`src/rtl/mips_decode_if.sv`:
```
// Fetch-side and execute-side handshake bundle of the MIPS decode stage.
// The stage connects through the slave modport; its environment uses master.
interface mips_decode_if #(
  parameter int DATA_W = 32,
  parameter int PC_W   = 32,
  parameter int CNT_W  = 16
) ();
  logic                     flush;
  logic                     in_valid;
  logic                     in_ready;
  logic [31:0]              in_instr;
  logic [PC_W-1:0]          in_pc;
  logic                     out_valid;
  logic                     out_ready;
  logic [PC_W-1:0]          out_pc;
  logic [4:0]               out_rs;
  logic [4:0]               out_rt;
  logic [4:0]               out_wr_reg;
  logic                     out_reg_write;
  logic                     out_is_load;
  logic                     out_is_store;
  logic [5:0]               out_opcode;
  logic [5:0]               out_funct;
  logic [4:0]               out_shamt;
  logic signed [DATA_W-1:0] out_imm;
  logic [CNT_W-1:0]         stall_count;

  modport slave (
    input  flush, in_valid, in_instr, in_pc, out_ready,
    output in_ready, out_valid, out_pc, out_rs, out_rt, out_wr_reg,
           out_reg_write, out_is_load, out_is_store, out_opcode,
           out_funct, out_shamt, out_imm, stall_count
  );

  modport master (
    output flush, in_valid, in_instr, in_pc, out_ready,
    input  in_ready, out_valid, out_pc, out_rs, out_rt, out_wr_reg,
           out_reg_write, out_is_load, out_is_store, out_opcode,
           out_funct, out_shamt, out_imm, stall_count
  );
endinterface

```
`src/rtl/mips_decode_stage.sv`:
```
// Registered MIPS instruction-decode stage with valid/ready handshakes,
// load-use hazard detection (one bubble per hazard) and a saturating stall counter.
module mips_decode_stage #(
  parameter int DATA_W   = 32,
  parameter int PC_W     = 32,
  parameter int CNT_W    = 16,
  parameter int LINK_REG = 31
) (
  input logic         clk,
  input logic         rst,
  mips_decode_if.slave bus
);

  localparam logic [5:0] OP_RTYPE = 6'b000000;
  localparam logic [5:0] OP_JAL   = 6'b000011;
  localparam logic [5:0] OP_BEQ   = 6'b000100;
  localparam logic [5:0] OP_BNE   = 6'b000101;
  localparam logic [5:0] OP_ANDI  = 6'b001100;
  localparam logic [5:0] OP_ORI   = 6'b001101;
  localparam logic [5:0] OP_XORI  = 6'b001110;
  localparam logic [5:0] OP_LUI   = 6'b001111;
  localparam logic [5:0] OP_LW    = 6'b100011;
  localparam logic [5:0] OP_SW    = 6'b101011;
  localparam logic [5:0] FN_JR    = 6'b001000;
  localparam logic [4:0] LINK     = LINK_REG[4:0];

  function automatic logic signed [DATA_W-1:0] ext_imm(input logic [5:0] op,
                                                       input logic [15:0] imm16);
    logic signed [31:0] lui_val;
    lui_val = {imm16, 16'b0};
    case (op)
      OP_ANDI, OP_ORI, OP_XORI: ext_imm = DATA_W'(imm16);
      OP_LUI:                   ext_imm = DATA_W'(lui_val);
      default:                  ext_imm = DATA_W'($signed(imm16));
    endcase
  endfunction

  function automatic logic [CNT_W-1:0] sat_inc(input logic [CNT_W-1:0] c);
    return (&c) ? c : c + CNT_W'(1);
  endfunction

  logic [5:0]               opcode_p0, funct_p0;
  logic [4:0]               rs_p0, rt_p0, rd_p0, shamt_p0, dest_p0, wr_reg_p0;
  logic                     reg_write_p0, is_load_p0, is_store_p0, rt_read_p0;
  logic signed [DATA_W-1:0] imm_p0;

  logic                     vld_p1;
  logic [PC_W-1:0]          pc_p1;
  logic [5:0]               opcode_p1, funct_p1;
  logic [4:0]               rs_p1, rt_p1, wr_reg_p1, shamt_p1;
  logic                     reg_write_p1, is_load_p1, is_store_p1;
  logic signed [DATA_W-1:0] imm_p1;
  logic [CNT_W-1:0]         stall_cnt_p1;

  logic hazard, in_ready, accept;

  // Stage p0: combinational decode of the incoming instruction word
  assign opcode_p0   = bus.in_instr[31:26];
  assign rs_p0       = bus.in_instr[25:21];
  assign rt_p0       = bus.in_instr[20:16];
  assign rd_p0       = bus.in_instr[15:11];
  assign shamt_p0    = bus.in_instr[10:6];
  assign funct_p0    = bus.in_instr[5:0];
  assign is_load_p0  = (opcode_p0 == OP_LW);
  assign is_store_p0 = (opcode_p0 == OP_SW);
  assign rt_read_p0  = (opcode_p0 == OP_RTYPE) || (opcode_p0 == OP_BEQ) ||
                       (opcode_p0 == OP_BNE)   || (opcode_p0 == OP_SW);
  assign imm_p0      = ext_imm(opcode_p0, bus.in_instr[15:0]);

  always_comb begin
    reg_write_p0 = 1'b0;
    dest_p0      = rt_p0;
    case (opcode_p0)
      OP_RTYPE: begin
        reg_write_p0 = (funct_p0 != FN_JR);
        dest_p0      = rd_p0;
      end
      OP_JAL: begin
        reg_write_p0 = 1'b1;
        dest_p0      = LINK;
      end
      OP_LW:   reg_write_p0 = 1'b1;
      default: reg_write_p0 = (opcode_p0[5:3] == 3'b001);
    endcase
    wr_reg_p0 = reg_write_p0 ? dest_p0 : 5'd0;
  end

  // A held load blocks any incoming instruction that reads its destination
  assign hazard = vld_p1 && is_load_p1 && (wr_reg_p1 != 5'd0) &&
                  ((rs_p0 == wr_reg_p1) || (rt_read_p0 && (rt_p0 == wr_reg_p1)));

  assign in_ready = (!vld_p1 || bus.out_ready) && !hazard && !bus.flush && !rst;
  assign accept   = bus.in_valid && in_ready;

  // Stage p1: single output register
  always_ff @(posedge clk) begin
    if (rst) begin
      vld_p1       <= 1'b0;
      pc_p1        <= '0;
      rs_p1        <= '0;
      rt_p1        <= '0;
      wr_reg_p1    <= '0;
      reg_write_p1 <= 1'b0;
      is_load_p1   <= 1'b0;
      is_store_p1  <= 1'b0;
      opcode_p1    <= '0;
      funct_p1     <= '0;
      shamt_p1     <= '0;
      imm_p1       <= '0;
      stall_cnt_p1 <= '0;
    end else begin
      if (bus.flush) begin
        vld_p1 <= 1'b0;
      end else if (accept) begin
        vld_p1       <= 1'b1;
        pc_p1        <= bus.in_pc;
        rs_p1        <= rs_p0;
        rt_p1        <= rt_p0;
        wr_reg_p1    <= wr_reg_p0;
        reg_write_p1 <= reg_write_p0;
        is_load_p1   <= is_load_p0;
        is_store_p1  <= is_store_p0;
        opcode_p1    <= opcode_p0;
        funct_p1     <= funct_p0;
        shamt_p1     <= shamt_p0;
        imm_p1       <= imm_p0;
      end else if (bus.out_ready) begin
        vld_p1 <= 1'b0;
      end
      if (bus.in_valid && hazard && !bus.flush)
        stall_cnt_p1 <= sat_inc(stall_cnt_p1);
    end
  end

  assign bus.in_ready      = in_ready;
  assign bus.out_valid     = vld_p1;
  assign bus.out_pc        = pc_p1;
  assign bus.out_rs        = rs_p1;
  assign bus.out_rt        = rt_p1;
  assign bus.out_wr_reg    = wr_reg_p1;
  assign bus.out_reg_write = reg_write_p1;
  assign bus.out_is_load   = is_load_p1;
  assign bus.out_is_store  = is_store_p1;
  assign bus.out_opcode    = opcode_p1;
  assign bus.out_funct     = funct_p1;
  assign bus.out_shamt     = shamt_p1;
  assign bus.out_imm       = imm_p1;
  assign bus.stall_count   = stall_cnt_p1;

endmodule

```
`src/flat_wrapper.sv`:
```
// flat-port wrapper written by rule: the top's interface ports become plain ports
module mips_decode_stage_flat 
#(
  parameter int DATA_W   = 32,
  parameter int PC_W     = 32,
  parameter int CNT_W    = 16,
  parameter int LINK_REG = 31
)
  (clk, rst, bus_flush, bus_in_valid, bus_in_instr, bus_in_pc, bus_out_ready, bus_in_ready, bus_out_valid, bus_out_pc, bus_out_rs, bus_out_rt, bus_out_wr_reg, bus_out_reg_write, bus_out_is_load, bus_out_is_store, bus_out_opcode, bus_out_funct, bus_out_shamt, bus_out_imm, bus_stall_count);
  mips_decode_if #(.DATA_W(DATA_W), .PC_W(PC_W), .CNT_W(CNT_W)) bus_i ();
  input logic clk;
  input logic rst;
  input wire logic [$bits(bus_i.flush)-1:0] bus_flush;
  input wire logic [$bits(bus_i.in_valid)-1:0] bus_in_valid;
  input wire logic [$bits(bus_i.in_instr)-1:0] bus_in_instr;
  input wire logic [$bits(bus_i.in_pc)-1:0] bus_in_pc;
  input wire logic [$bits(bus_i.out_ready)-1:0] bus_out_ready;
  output wire logic [$bits(bus_i.in_ready)-1:0] bus_in_ready;
  output wire logic [$bits(bus_i.out_valid)-1:0] bus_out_valid;
  output wire logic [$bits(bus_i.out_pc)-1:0] bus_out_pc;
  output wire logic [$bits(bus_i.out_rs)-1:0] bus_out_rs;
  output wire logic [$bits(bus_i.out_rt)-1:0] bus_out_rt;
  output wire logic [$bits(bus_i.out_wr_reg)-1:0] bus_out_wr_reg;
  output wire logic [$bits(bus_i.out_reg_write)-1:0] bus_out_reg_write;
  output wire logic [$bits(bus_i.out_is_load)-1:0] bus_out_is_load;
  output wire logic [$bits(bus_i.out_is_store)-1:0] bus_out_is_store;
  output wire logic [$bits(bus_i.out_opcode)-1:0] bus_out_opcode;
  output wire logic [$bits(bus_i.out_funct)-1:0] bus_out_funct;
  output wire logic [$bits(bus_i.out_shamt)-1:0] bus_out_shamt;
  output wire logic [$bits(bus_i.out_imm)-1:0] bus_out_imm;
  output wire logic [$bits(bus_i.stall_count)-1:0] bus_stall_count;
  assign bus_i.flush = bus_flush;
  assign bus_i.in_valid = bus_in_valid;
  assign bus_i.in_instr = bus_in_instr;
  assign bus_i.in_pc = bus_in_pc;
  assign bus_i.out_ready = bus_out_ready;
  assign bus_in_ready = bus_i.in_ready;
  assign bus_out_valid = bus_i.out_valid;
  assign bus_out_pc = bus_i.out_pc;
  assign bus_out_rs = bus_i.out_rs;
  assign bus_out_rt = bus_i.out_rt;
  assign bus_out_wr_reg = bus_i.out_wr_reg;
  assign bus_out_reg_write = bus_i.out_reg_write;
  assign bus_out_is_load = bus_i.out_is_load;
  assign bus_out_is_store = bus_i.out_is_store;
  assign bus_out_opcode = bus_i.out_opcode;
  assign bus_out_funct = bus_i.out_funct;
  assign bus_out_shamt = bus_i.out_shamt;
  assign bus_out_imm = bus_i.out_imm;
  assign bus_stall_count = bus_i.stall_count;
  mips_decode_stage #(.DATA_W(DATA_W), .PC_W(PC_W), .CNT_W(CNT_W), .LINK_REG(LINK_REG)) u_core (.clk(clk), .rst(rst), .bus(bus_i));
endmodule
```
`config.mk`:
```
export PLATFORM = sky130hd
export DESIGN_NAME = mips_decode_stage_flat
export DESIGN_NICKNAME = d
export VERILOG_FILES = /design/src/rtl/mips_decode_if.sv /design/src/rtl/mips_decode_stage.sv /design/src/flat_wrapper.sv
export SDC_FILE = /design/constraint.sdc
export NUM_CORES = 1
export LEC_CHECK = 0
export ABC_CLOCK_PERIOD_IN_PS = 7100
export BUFFER_PORTS_ARGS = -buffer_cell sky130_fd_sc_hd__buf_2
export CAP_MARGIN = 40
export CORE_MARGIN = 2
export CORE_UTILIZATION = 52
export DETAILED_ROUTE_END_ITERATION = 6
export GPL_ROUTABILITY_DRIVEN = 0
export GPL_TIMING_DRIVEN = 0
export PLACE_DENSITY = 0.85
export SYNTH_ARGS = -nofsm -noshare
export SYNTH_HDL_FRONTEND = slang
export SYNTH_SLANG_ARGS = --single-unit
```
`constraint.sdc`:
```
create_clock -name clk -period 7.1 [get_ports clk]
set_input_delay 1.775 -clock clk [delete_from_list [all_inputs] [get_ports clk]]
set_output_delay 1.775 -clock clk [all_outputs]
set_load 0.005 [all_outputs]
```
==> summary.md, run 1 <==
| Metric | Value |
|---|---|
| Worst EP required | `5.33 ns` |
| DR vias | `5,005` |
| PD cells | `270 nW/um^2` |
| Number of synthesized flops with an enable pin | `0` |
| Die Wd | `99.3 um` |
| Tightest Pin Transition | `0.540 ns` |
| Max Root-Sink Buffers | `2` |
| Post-CTS Setup Inserts | `0` |
| Wire length per cell | `16.0 um` |
| Initial Util | `0.539` |
| Hold_buf cts | `0` |
| Synth Area in Adders | `0.00265` |
| Fin Setup TNS | `0 ns` |
| Crit path capture type | `output pin` |
| Mux share of post-synthesis cell area | `0.0249` |
| Synth Flop Type | `dfxtp_1` |
| Final hold vios | `0` |
| Slowest CP cell | `a2111o_1` |
| Levels on crit path | `8` |
| CTS tree | `done` |
| CP delay by family, top | `simple AND/OR/NAND/NOR gates` |
| Worst path cell trace | `buf_2 > nor2b_1 > or4_1 > a2111o_1 > and2_1 > buf_2 > and3_1 > buf_2` |
| Switching Share | `0.226` |
| Top area cells in the synthesized netlist | `dfxtp_1 49%, nand2_1 12%, a21oi_1 8.8%` |
| Global-route wire length before repair | `22.7 mm` |
| Clock Skew | `0.00660 ns` |
| Maximum VDD drop | `143 uV` |
| Crit-path most repeated cell | `buf_2` |
| Ports | `186` |
| Drt first pass iters | `7` |
| Status | `completed` |
| Cell Rows | `34` |
| Seq/Total Area, Yosys | `0.491` |
| Flop and latch count out of synthesis | `116` |
| Synth Instances | `583` |
| CP Buf/Inv Count | `3` |
| CTS clk-pin slew, worst paths | `0.06 ns` |
| Hpwl dp | `10.6 mm` |
| Top cell type's share of synthesized area | `0.491` |
| IO Port Bufs | `184` |
| Initial antenna violation count | `0` |
| NetSw | `391 uW` |
| Antenna fix cells | `0` |
| Post-Route WL | `14.5 mm` |
| Pin count of the biggest net entering global routing | `17` |
| H-tree levels | `4` |
| Slew margin rel. | `0.640` |
| DR iter-0 viols | `296` |
| DIE HEIGHT | `99.3 um` |
| Max Fclk | `184 MHz` |
| Syn_nets | `653` |
| Num Clock Sinks | `116` |
| Clock latency on the worst-skew pair | `0.51 ns` |
| Vias/cell | `5.52` |
| Leakage | `0.00279 uW` |
| Overflow after GRT | `0` |
| Gate power share | `0.073` |
| Clock power frac | `0.535` |
| Synth async-reset ratio | `0` |
| Crit path max fanout | `8` |
| Synth Cell Area | `4730 um^2` |
| WHS Path Cells | `2` |
| Post-synthesis simple-gate area fraction | `0.246` |
| Nets@finish | `856` |
| CP Class | `input pin to output pin` |
| Area leader, netlist | `dfxtp_1` |
| CTS resizes | `0` |
| Synthesis Warnings | `0` |
| Die ar. | `9870 um^2` |
| Startpoint Class | `input pin` |
| Final min period | `5.45 ns` |
| Mean post-synth cell area | `8.11 um^2` |
| Maxcap violations | `0` |
| Total power | `1730 uW` |
| Worst EP arrival | `3.67 ns` |
| GR Util All Layers | `0.288` |
| Vias in the first global route | `4,779` |
| Hold Crit Class | `flop to flop` |
| Final period utilization | `0.767` |
| Setup repair after global routing missed its margin | `false` |
| Depth of the most critical reg-to-reg path | `8` |
| Layout cell share with drive strength beyond 1 | `0.303` |
| Fillers | `696` |
| Area delta synth->final | `36.0%` |
| Final Max Tran Viols | `0` |
| Synth cell types | `45` |
| Total CTS buffers | `17` |
| Main combinational cell family by area after synthesis | `simple AND/OR/NAND/NOR gates` |
| Drt drc | `0` |
| Slowest stage delay, CP | `0.56 ns` |
| Antenna viol nets, final | `0` |
| Root buf cell | `clkbuf_8` |
| Final setup violation count | `0` |
| Int Power | `1340 uW` |
| Sequential power share | `0.392` |
| Complex-gate fraction of the synthesized area | `0.165` |
| Core Area | `8760 um^2` |
| Post-synthesis xor/xnor area fraction | `0.0259` |
-- cells in the mapped netlist (4+ instances only) --
| master | count |
|---|---|
| a31o_2 | 9 |
| mux2_1 | 4 |
| mux2i_1 | 5 |
| nor2b_1 | 6 |
| nand2_1 | 145 |
| xnor2_1 | 14 |
| dfxtp_1 | 116 |
| and2_1 | 4 |
| a21oi_1 | 83 |
| a211oi_1 | 22 |
| nand3_1 | 26 |
| buf_1 | 7 |
| nor3_1 | 15 |
| clkbuf_1 | 28 |
| nor2_1 | 37 |
| nand4_1 | 8 |
| buf_2 | 9 |
| inv_1 | 5 |
-- through the flow --
stage          instances  hold slack (ns)  cell area [um^2]   util  setup slack [ns]
6_report             907            0.450              6430  0.734              1.65
3_3_place_gp         875            0.439              5780  0.660              1.69
2_1_floorplan        583            0.453              4730      -              1.94
4_1_cts              907            0.454              6430  0.734              1.66
5_1_grt              907            0.466              6430  0.734              1.58
3_5_place_dp         875            0.446              5780  0.660              1.67
-- power groups by stage --
stage	clock network [uW]	logic, uW	registers [uW]
3_5_place_dp	0	124	694
6_report	928	126	681
4_1_cts	932	125	680
3_3_place_gp	0	120	693
2_1_floorplan	0	57.0	696
5_1_grt	963	139	683
-- worst paths after layout --
| check | slack [ns] | start | end |
|---|---|---|---|
| setup / recovery | 1.65 | bus_in_instr[26] | bus_in_ready |
| hold / removal | 0.45 | u_core.bus.out_rs[2] | u_core.bus.out_rs[2] |
| setup reg to reg | 4.31 | u_core.bus.out_wr_reg[1] | u_core.bus.out_imm[15] |
| hold reg to reg | 0.45 | u_core.bus.out_rs[2] | u_core.bus.out_rs[2] |
-- tightest hold or removal path: cells and delay by family (launching register included) --
kind            cells  cell delay, ns
compound gates      1            0.05
flops               1            0.30
simple gates        1            0.05
-- kinds of logic (layout without fill, tap and decap cells) --
group / Yosys count / after routing
AOI/OAI and AO/OA: 128 / 128
xor gates and xnor gates: 14 / 14
adders and majority gates: 1 / 1
buffers and inverters: 50 / 266
DFF: 116 / 116
muxes: 11 / 11
and+or+nand+nor: 263 / 263
-- metal layers --
metal  vias up  track usage  part of all wire
li1       2406            -                 -
met1      2340        0.330              0.40
met2       234        0.503              0.50
met3        25       0.0843             0.080
met4         0        0.119             0.022
met5         -            0                 0
-- layout make-up --
class / instances / area [um^2] / share of cell area
well taps: 108 / 135 / 0.0210
clock inverters: 13 / 205 / 0.0319
inverters: 5 / 18.8 / 0.00292
repair buffers: 184 / 921 / 0.143
multi-input cells: 417 / 2200 / 0.342
flip-flops and latches: 116 / 2320 / 0.361
clock buffers: 19 / 442 / 0.0687
plain buffers: 45 / 188 / 0.0292
-- cell usage in the layout (no fill, tap or decap), types with 3 or more instances in the layout --
master and instances:
nor3_1 15, nand2b_1 3, clkinv_2 3, mux2i_1 5
buf_2 193, inv_1 5, a211oi_1 22, mux2_1 4
or3_1 3, nor2_1 37, nand4_1 8, xnor2_1 14
or4_1 3, bufinv_16 5, a21oi_1 83, clkbuf_1 28
nor2b_1 6, dfxtp_1 116, nand3_1 26, nand2_1 145
and3_1 3, and2_1 4, clkbuf_8 3, buf_1 7
clkbuf_16 16, a31o_2 9, clkinvlp_4 3
Power figures use the tool's default switching activity.
==> inputs of run 2 (changes only) <==
--- a/config.mk
+++ b/config.mk
@@ -5,15 +5,15 @@
 export SDC_FILE = /design/constraint.sdc
 export NUM_CORES = 1
 export LEC_CHECK = 0
-export ABC_CLOCK_PERIOD_IN_PS = 7100
+export ABC_CLOCK_PERIOD_IN_PS = 5000
 export BUFFER_PORTS_ARGS = -buffer_cell sky130_fd_sc_hd__buf_2
 export CAP_MARGIN = 40
 export CORE_MARGIN = 2
-export CORE_UTILIZATION = 52
+export CORE_UTILIZATION = 44
 export DETAILED_ROUTE_END_ITERATION = 6
 export GPL_ROUTABILITY_DRIVEN = 0
 export GPL_TIMING_DRIVEN = 0
-export PLACE_DENSITY = 0.85
+export PLACE_DENSITY = 0.76
 export SYNTH_ARGS = -nofsm -noshare
 export SYNTH_HDL_FRONTEND = slang
 export SYNTH_SLANG_ARGS = --single-unit
==> constraint.sdc (replaced) <==
create_clock -name clk -period 5 [get_ports clk]
set_input_delay 1.25 -clock clk [delete_from_list [all_inputs] [get_ports clk]]
set_output_delay 1.25 -clock clk [all_outputs]
set_load 0.005 [all_outputs]
==> summary.md, run 2 (synthesized netlist as in run 1, its figures left out) <==
| Metric | Value |
|---|---|
| Maxcap violations | `0 (unchanged)` |
| Area delta synth->final | `34.9%` |
| Die Wd | `108 um (+8.4%)` |
| Antenna fix cells | `0 (unchanged)` |
| Cell Rows | `37 (+8.8%)` |
| Pin count of the biggest net entering global routing | `17 (unchanged)` |
| Hold Worst Slack | `0.451 ns (+0.000622 ns)` |
| Initial antenna violation count | `0 (unchanged)` |
| Vias/cell | `5.26 (-4.7%)` |
| CP delay by family, top | `simple AND/OR/NAND/NOR gates` |
| Total power | `2290 uW (+32%)` |
| PD cells | `359 nW/um^2 (+33%)` |
| Setup repair after global routing missed its margin | `false` |
| Core Area | `10,400 um^2 (+18%)` |
| Leakage | `0.00274 uW (-1.8%)` |
| Antenna viol nets, final | `0 (unchanged)` |
| DR vias | `4,908 (-1.9%)` |
| Initial Util | `0.456 (-0.0835)` |
| Post-CTS Setup Inserts | `0 (unchanged)` |
| Worst path cell trace | `buf_2 > nor2b_1 > or4_1 > a2111o_1 > and2_1 > buf_2 > and3_1 > buf_2` |
| Layout cell share with drive strength beyond 1 | `0.297 (-0.00551)` |
| Num Clock Sinks | `116 (unchanged)` |
| Max Root-Sink Buffers | `2 (unchanged)` |
| Commonest non-fill, non-tap cell in the layout | `buf_2` |
| Drt drc | `0 (unchanged)` |
| Slowest stage delay, CP | `0.57 ns (about the same)` |
| Nets@finish | `856 (unchanged)` |
| CP Class | `input pin to output pin` |
| Final Max Tran Viols | `0 (unchanged)` |
| Final period utilization | `0.888` |
| Startpoint Class | `input pin` |
| Worst EP arrival | `3.19 ns (-0.48 ns)` |
| Crit path capture type | `output pin` |
| Slew margin rel. | `0.625 (-0.0149)` |
| CTS tree | `done` |
| Final hold vios | `0 (unchanged)` |
| Total CTS buffers | `17 (unchanged)` |
| Hold Crit Class | `flop to flop` |
| Max Fclk | `225 MHz` |
| Worst EP required | `3.75 ns (-1.58 ns)` |
| Final min period | `4.44 ns` |
| Global-route wire length before repair | `22.4 mm (-1.6%)` |
| Die ar. | `11,600 um^2 (+17%)` |
| GR Util All Layers | `0.245 (-0.0435)` |
| Design area | `6370 um^2 (-0.86%)` |
| Ports | `186 (unchanged)` |
| Drt first pass iters | `5 (-2)` |
| Non-Filler Instances | `933 (+2.9%)` |
| H-tree levels | `4 (unchanged)` |
| Crit path max fanout | `8 (unchanged)` |
| DIE HEIGHT | `108 um (+8.4%)` |
| Slowest CP cell | `a2111o_1` |
| Overflow after GRT | `0 (unchanged)` |
| Tightest Pin Transition | `0.562 ns (+0.0224 ns)` |
| CTS resizes | `0 (unchanged)` |
| Crit-path most repeated cell | `buf_2` |
| Hpwl dp | `10.8 mm (+1.7%)` |
| CP Buf/Inv Count | `3 (unchanged)` |
| IO Port Bufs | `184 (unchanged)` |
| Vias in the first global route | `4,577 (-4.2%)` |
| Post-Route WL | `14.5 mm (-0.22%)` |
| Fillers | `947 (+36%)` |
| Maximum VDD drop | `238 uV (+67%)` |
| Placed cell areas | `5820 um^2 (+0.61%)` |
| Status | `completed` |
| Final setup violation count | `0 (unchanged)` |
| Clock latency on the worst-skew pair | `0.52 ns (about the same)` |
| Hold_buf cts | `0 (unchanged)` |
| Fin Setup TNS | `0 ns (unchanged)` |
| Wire length per cell | `15.5 um (-3.0%)` |
| DR iter-0 viols | `304 (+2.7%)` |
| CTS clk-pin slew, worst paths | `0.05 ns (about the same)` |
| Most frequent cells in the layout | `193 x buf_2, 145 x nand2_1, 116 x dfxtp_1` |
| Clock Skew | `0.0123 ns (+0.00566 ns)` |
| Dpl cells | `903 (+3.2%)` |
| Root buf cell | `clkbuf_8` |
## run 2: final timing paths
path	from	endpoint	cells past startpoint	slack (ns)
setup reg to reg	u_core.bus.out_wr_reg[1]	u_core.bus.out_imm[15]	8	2.28
hold reg to reg	u_core.bus.out_pc[22]	u_core.bus.out_pc[22]	2	0.45
setup / recovery	bus_in_instr[26]	bus_in_ready	8	0.56
hold / removal	u_core.bus.out_pc[22]	u_core.bus.out_pc[22]	2	0.45
## run 2: stage by stage
stage	setup slack, ns	util
after CTS	0.584	0.615
after floorplan	0.889	-
after global placement	0.605	0.561
final	0.559	0.615
after global routing	0.513	0.615
after detailed placement	0.582	0.561
## run 2: power by group
group          leakage, uW  internal [uW]  switching [uW]
logic              0.00154           71.0             107
registers         0.000941            953            13.8
clock network     0.000259            728             414
total              0.00274           1750             535
## run 2: worst min-delay path: cells and delay by family, from the launching register on
kind            cells  cell delay (ns)
compound gates      1             0.05
flops               1             0.30
simple gates        1             0.05
## run 2: layout make-up
cell class	instances	area (um^2)	area share
buffer	45	188	0.0294
clock buffer	22	453	0.0711
clock inverter	8	104	0.0163
inverter	5	18.8	0.00294
multi-input combinational	417	2200	0.345
sequential	116	2320	0.364
tap	136	170	0.0267
timing repair buffer	184	921	0.144
## run 2: metal layers
layer / track usage / up-vias / wire [um]
li1: - / 2404 / -
met1: 0.306 / 2303 / 6140
met2: 0.403 / 181 / 6970
met3: 0.0757 / 20 / 1160
met4: 0.0778 / 0 / 194
met5: 0 / - / 0
==> inputs of run 3 (changes only) <==
--- a/config.mk
+++ b/config.mk
@@ -5,15 +5,16 @@
 export SDC_FILE = /design/constraint.sdc
 export NUM_CORES = 1
 export LEC_CHECK = 0
+export ABC_AREA = 1
 export ABC_CLOCK_PERIOD_IN_PS = 5000
 export BUFFER_PORTS_ARGS = -buffer_cell sky130_fd_sc_hd__buf_2
 export CAP_MARGIN = 40
 export CORE_MARGIN = 2
-export CORE_UTILIZATION = 44
+export CORE_UTILIZATION = 45
 export DETAILED_ROUTE_END_ITERATION = 6
 export GPL_ROUTABILITY_DRIVEN = 0
 export GPL_TIMING_DRIVEN = 0
-export PLACE_DENSITY = 0.76
+export PLACE_DENSITY = 0.77
 export SYNTH_ARGS = -nofsm -noshare
 export SYNTH_HDL_FRONTEND = slang
 export SYNTH_SLANG_ARGS = --single-unit
==> summary.md, run 3 <==
| Metric | Value |
|---|---|
| Drt drc | `0 (unchanged)` |
| Syn_nets | `795 (+22%)` |
| Die Wd | `110 um (+2.1%)` |
| Crit path capture type | `output pin` |
| Top area cells in the synthesized netlist | `dfxtp_1 46%, nand2_1 19%, a21oi_1 12%` |
| Final Max Tran Viols | `0 (unchanged)` |
| Pin count of the biggest net entering global routing | `17 (unchanged)` |
| Tightest Pin Transition | `0.576 ns (+0.0141 ns)` |
| CP Buf/Inv Count | `4 (+1)` |
| Levels on crit path | `11 (+3)` |
| Commonest non-fill, non-tap cell in the layout | `nand2_1` |
| Int Power | `1780 uW (+1.5%)` |
| Clock power frac | `0.509 (+0.009)` |
| Sequential power share | `0.411 (-0.012)` |
| PD cells | `348 nW/um^2 (-2.9%)` |
| Pre-CTS WS | `1.30 ns (+0.716 ns)` |
| CTS resizes | `0 (unchanged)` |
| Synth Flop Type | `dfxtp_1` |
| Layout cell share with drive strength beyond 1 | `0.258 (-0.0391)` |
| Mean post-synth cell area | `6.96 um^2 (-14%)` |
| NetSw | `564 uW (+5.3%)` |
| Hpwl dp | `10.8 mm (+0.41%)` |
| Non-Filler Instances | `1,081 (+16%)` |
| Clock Skew | `0.00420 ns (-0.00806 ns)` |
| Final period utilization | `0.739 (-0.150)` |
| Num Clock Sinks | `116 (unchanged)` |
| Wire length per cell | `13.5 um (-13%)` |
| Antenna viol nets, final | `0 (unchanged)` |
| Root buf cell | `clkbuf_8` |
| Hold Crit Class | `flop to flop` |
| Gate power share | `0.080 (+0.002)` |
| Post-CTS Setup Inserts | `0 (unchanged)` |
| Slowest CP cell | `o21ai_4` |
| Area delta synth->final | `33.2%` |
| Most frequent cells in the layout | `257 x nand2_1, 197 x buf_2, 119 x a21oi_1` |
| Maximum VDD drop | `329 uV (+38%)` |
| Leakage | `0.00314 uW (+15%)` |
| Total CTS buffers | `17 (unchanged)` |
| Hold Worst Slack | `0.458 ns (+0.00752 ns)` |
| Maxcap violations | `0 (unchanged)` |
| DIE HEIGHT | `110 um (+2.1%)` |
| Number of synthesized flops with an enable pin | `0 (unchanged)` |
| Core Area | `10,900 um^2 (+5.0%)` |
| Final hold vios | `0 (unchanged)` |
| Initial Util | `0.463 (+0.00762)` |
| Synth cell types | `29 (-36%)` |
| Worst EP required | `3.75 ns (about the same)` |
| Initial antenna violation count | `0 (unchanged)` |
| DR iter-0 viols | `332 (+9.2%)` |
| Die ar. | `12,100 um^2 (+4.2%)` |
| Crit-path most repeated cell | `nand2_1` |
| CP delay by family, top | `simple AND/OR/NAND/NOR gates` |
| Hold_buf cts | `0 (unchanged)` |
| Worst path cell trace | `buf_2 > nand2_1 > inv_2 > nand3_1 > nand2_1 > nand2_1 > o21ai_4 > nand2_4 > nand2_1 > inv_1 > buf_2` |
| WHS Path Cells | `2 (unchanged)` |
| Status | `completed` |
| Synth Cell Area | `5040 um^2 (+6.8%)` |
| CTS clk-pin slew, worst paths | `0.05 ns (about the same)` |
| Synthesis Warnings | `0 (unchanged)` |
| Overflow after GRT | `0 (unchanged)` |
| Startpoint Class | `input pin` |
| Final setup violation count | `0 (unchanged)` |
| IO Port Bufs | `184 (unchanged)` |
| Synth Instances | `725 (+24%)` |
| Count leader, synth | `nand2_1` |
| Dpl cells | `1,049 (+16%)` |
| Top cell type's share of synthesized area | `0.460 (-0.0311)` |
| Slew margin rel. | `0.616 (-0.00938)` |
| Flop and latch count out of synthesis | `116 (unchanged)` |
| Vias/cell | `4.89 (-7.1%)` |
| Total power | `2340 uW (+2.4%)` |
| Global-route wire length before repair | `22.9 mm (+2.3%)` |
| Antenna fix cells | `0 (unchanged)` |
| Depth of the most critical reg-to-reg path | `10 (+2)` |
| Cell Rows | `38 (+2.7%)` |
| H-tree levels | `4 (unchanged)` |
| CP Class | `input pin to output pin` |
| Slowest stage delay, CP | `0.23 ns (-0.34 ns)` |
| Worst EP arrival | `2.44 ns (-0.75 ns)` |
| Post-synth top cells | `257 x nand2_1, 119 x a21oi_1, 116 x dfxtp_1, 55 x inv_1, 49 x nor2_1` |
| GR Util All Layers | `0.248 (+0.00278)` |
| Post-Route WL | `14.6 mm (+0.95%)` |
| Final WS setup | `1.31 ns (+0.748 ns)` |
| Crit path max fanout | `7 (-1)` |
| Setup repair after global routing missed its margin | `false` |
| Seq/Total Area, Yosys | `0.460 (-0.0311)` |
| Drt first pass iters | `5 (unchanged)` |
| Synth async-reset ratio | `0 (unchanged)` |
| Fin Setup TNS | `0 ns (unchanged)` |
| Clock latency on the worst-skew pair | `0.53 ns (about the same)` |
| Max Root-Sink Buffers | `2 (unchanged)` |
| DR vias | `5,285 (+7.7%)` |
| Vias in the first global route | `4,798 (+4.8%)` |
| Final min period | `3.69 ns (-0.748 ns)` |
| Area leader, netlist | `dfxtp_1` |
| Switching Share | `0.241 (+0.00667)` |
| Nets@finish | `998 (+17%)` |
| CTS tree | `done` |
| Max Fclk | `271 MHz (+20%)` |
| Ports | `186 (unchanged)` |
-- run 3: final timing paths --
path	from	endpoint	slack, ns
worst max-delay path	bus_in_instr[26]	bus_in_ready	1.31
worst min-delay path	u_core.bus.out_imm[19]	u_core.bus.out_imm[19]	0.46
worst max register to register	u_core.bus.out_wr_reg[0]	u_core.bus.out_imm[5]	2.94
worst min register to register	u_core.bus.out_imm[19]	u_core.bus.out_imm[19]	0.46
-- run 3: area by class of cell --
type                       count  area [um^2]
sequential                   116         2320
clock inverter                14          163
clock buffer                  18          418
tap                          140          175
buffer                        39          215
multi-input combinational    512         2290
timing repair buffer         184          921
inverter                      58          218
fill                        1043         4170
-- run 3: per-layer routing --
metal / wire [um] / global-route usage
met4: 362 / 0.101
met5: 0 / 0
met1: 6170 / 0.291
met3: 1230 / 0.0860
met2: 6840 / 0.410
-- run 3: stage by stage --
stage / area (um^2) / utilization
after floorplan: 5040 / -
after detailed placement: 6140 / 0.564
after CTS: 6720 / 0.617
after global placement: 6140 / 0.564
final: 6720 / 0.617
after global routing: 6720 / 0.617
-- run 3: worst min-delay path: stages (launching register included) --
cell,delay (ns)
dfxtp_1,0.30
nand2_1,0.06
a21oi_1,0.05
-- run 3: cell families (layout without fill, tap and decap cells) --
logic type,count (synthesis),in the layout,share of synthesized area
flip-flops,116,116,0.460
buffers and inverters,97,313,0.0858
XOR/XNOR,9,9,0.0156
AO/OA/AOI/OAI,147,147,0.152
adder cells (fa/ha/maj),1,1,0.00248
AND/OR/NAND/NOR,355,355,0.284
-- run 3: power by group through the flow --
stage,Combinational (uW),Sequential [uW],Clock (uW)
6_report,187,963,1190
3_3_place_gp,185,981,0
2_1_floorplan,93.9,984,0
4_1_cts,188,962,1200
3_5_place_dp,187,982,0
5_1_grt,212,965,1240
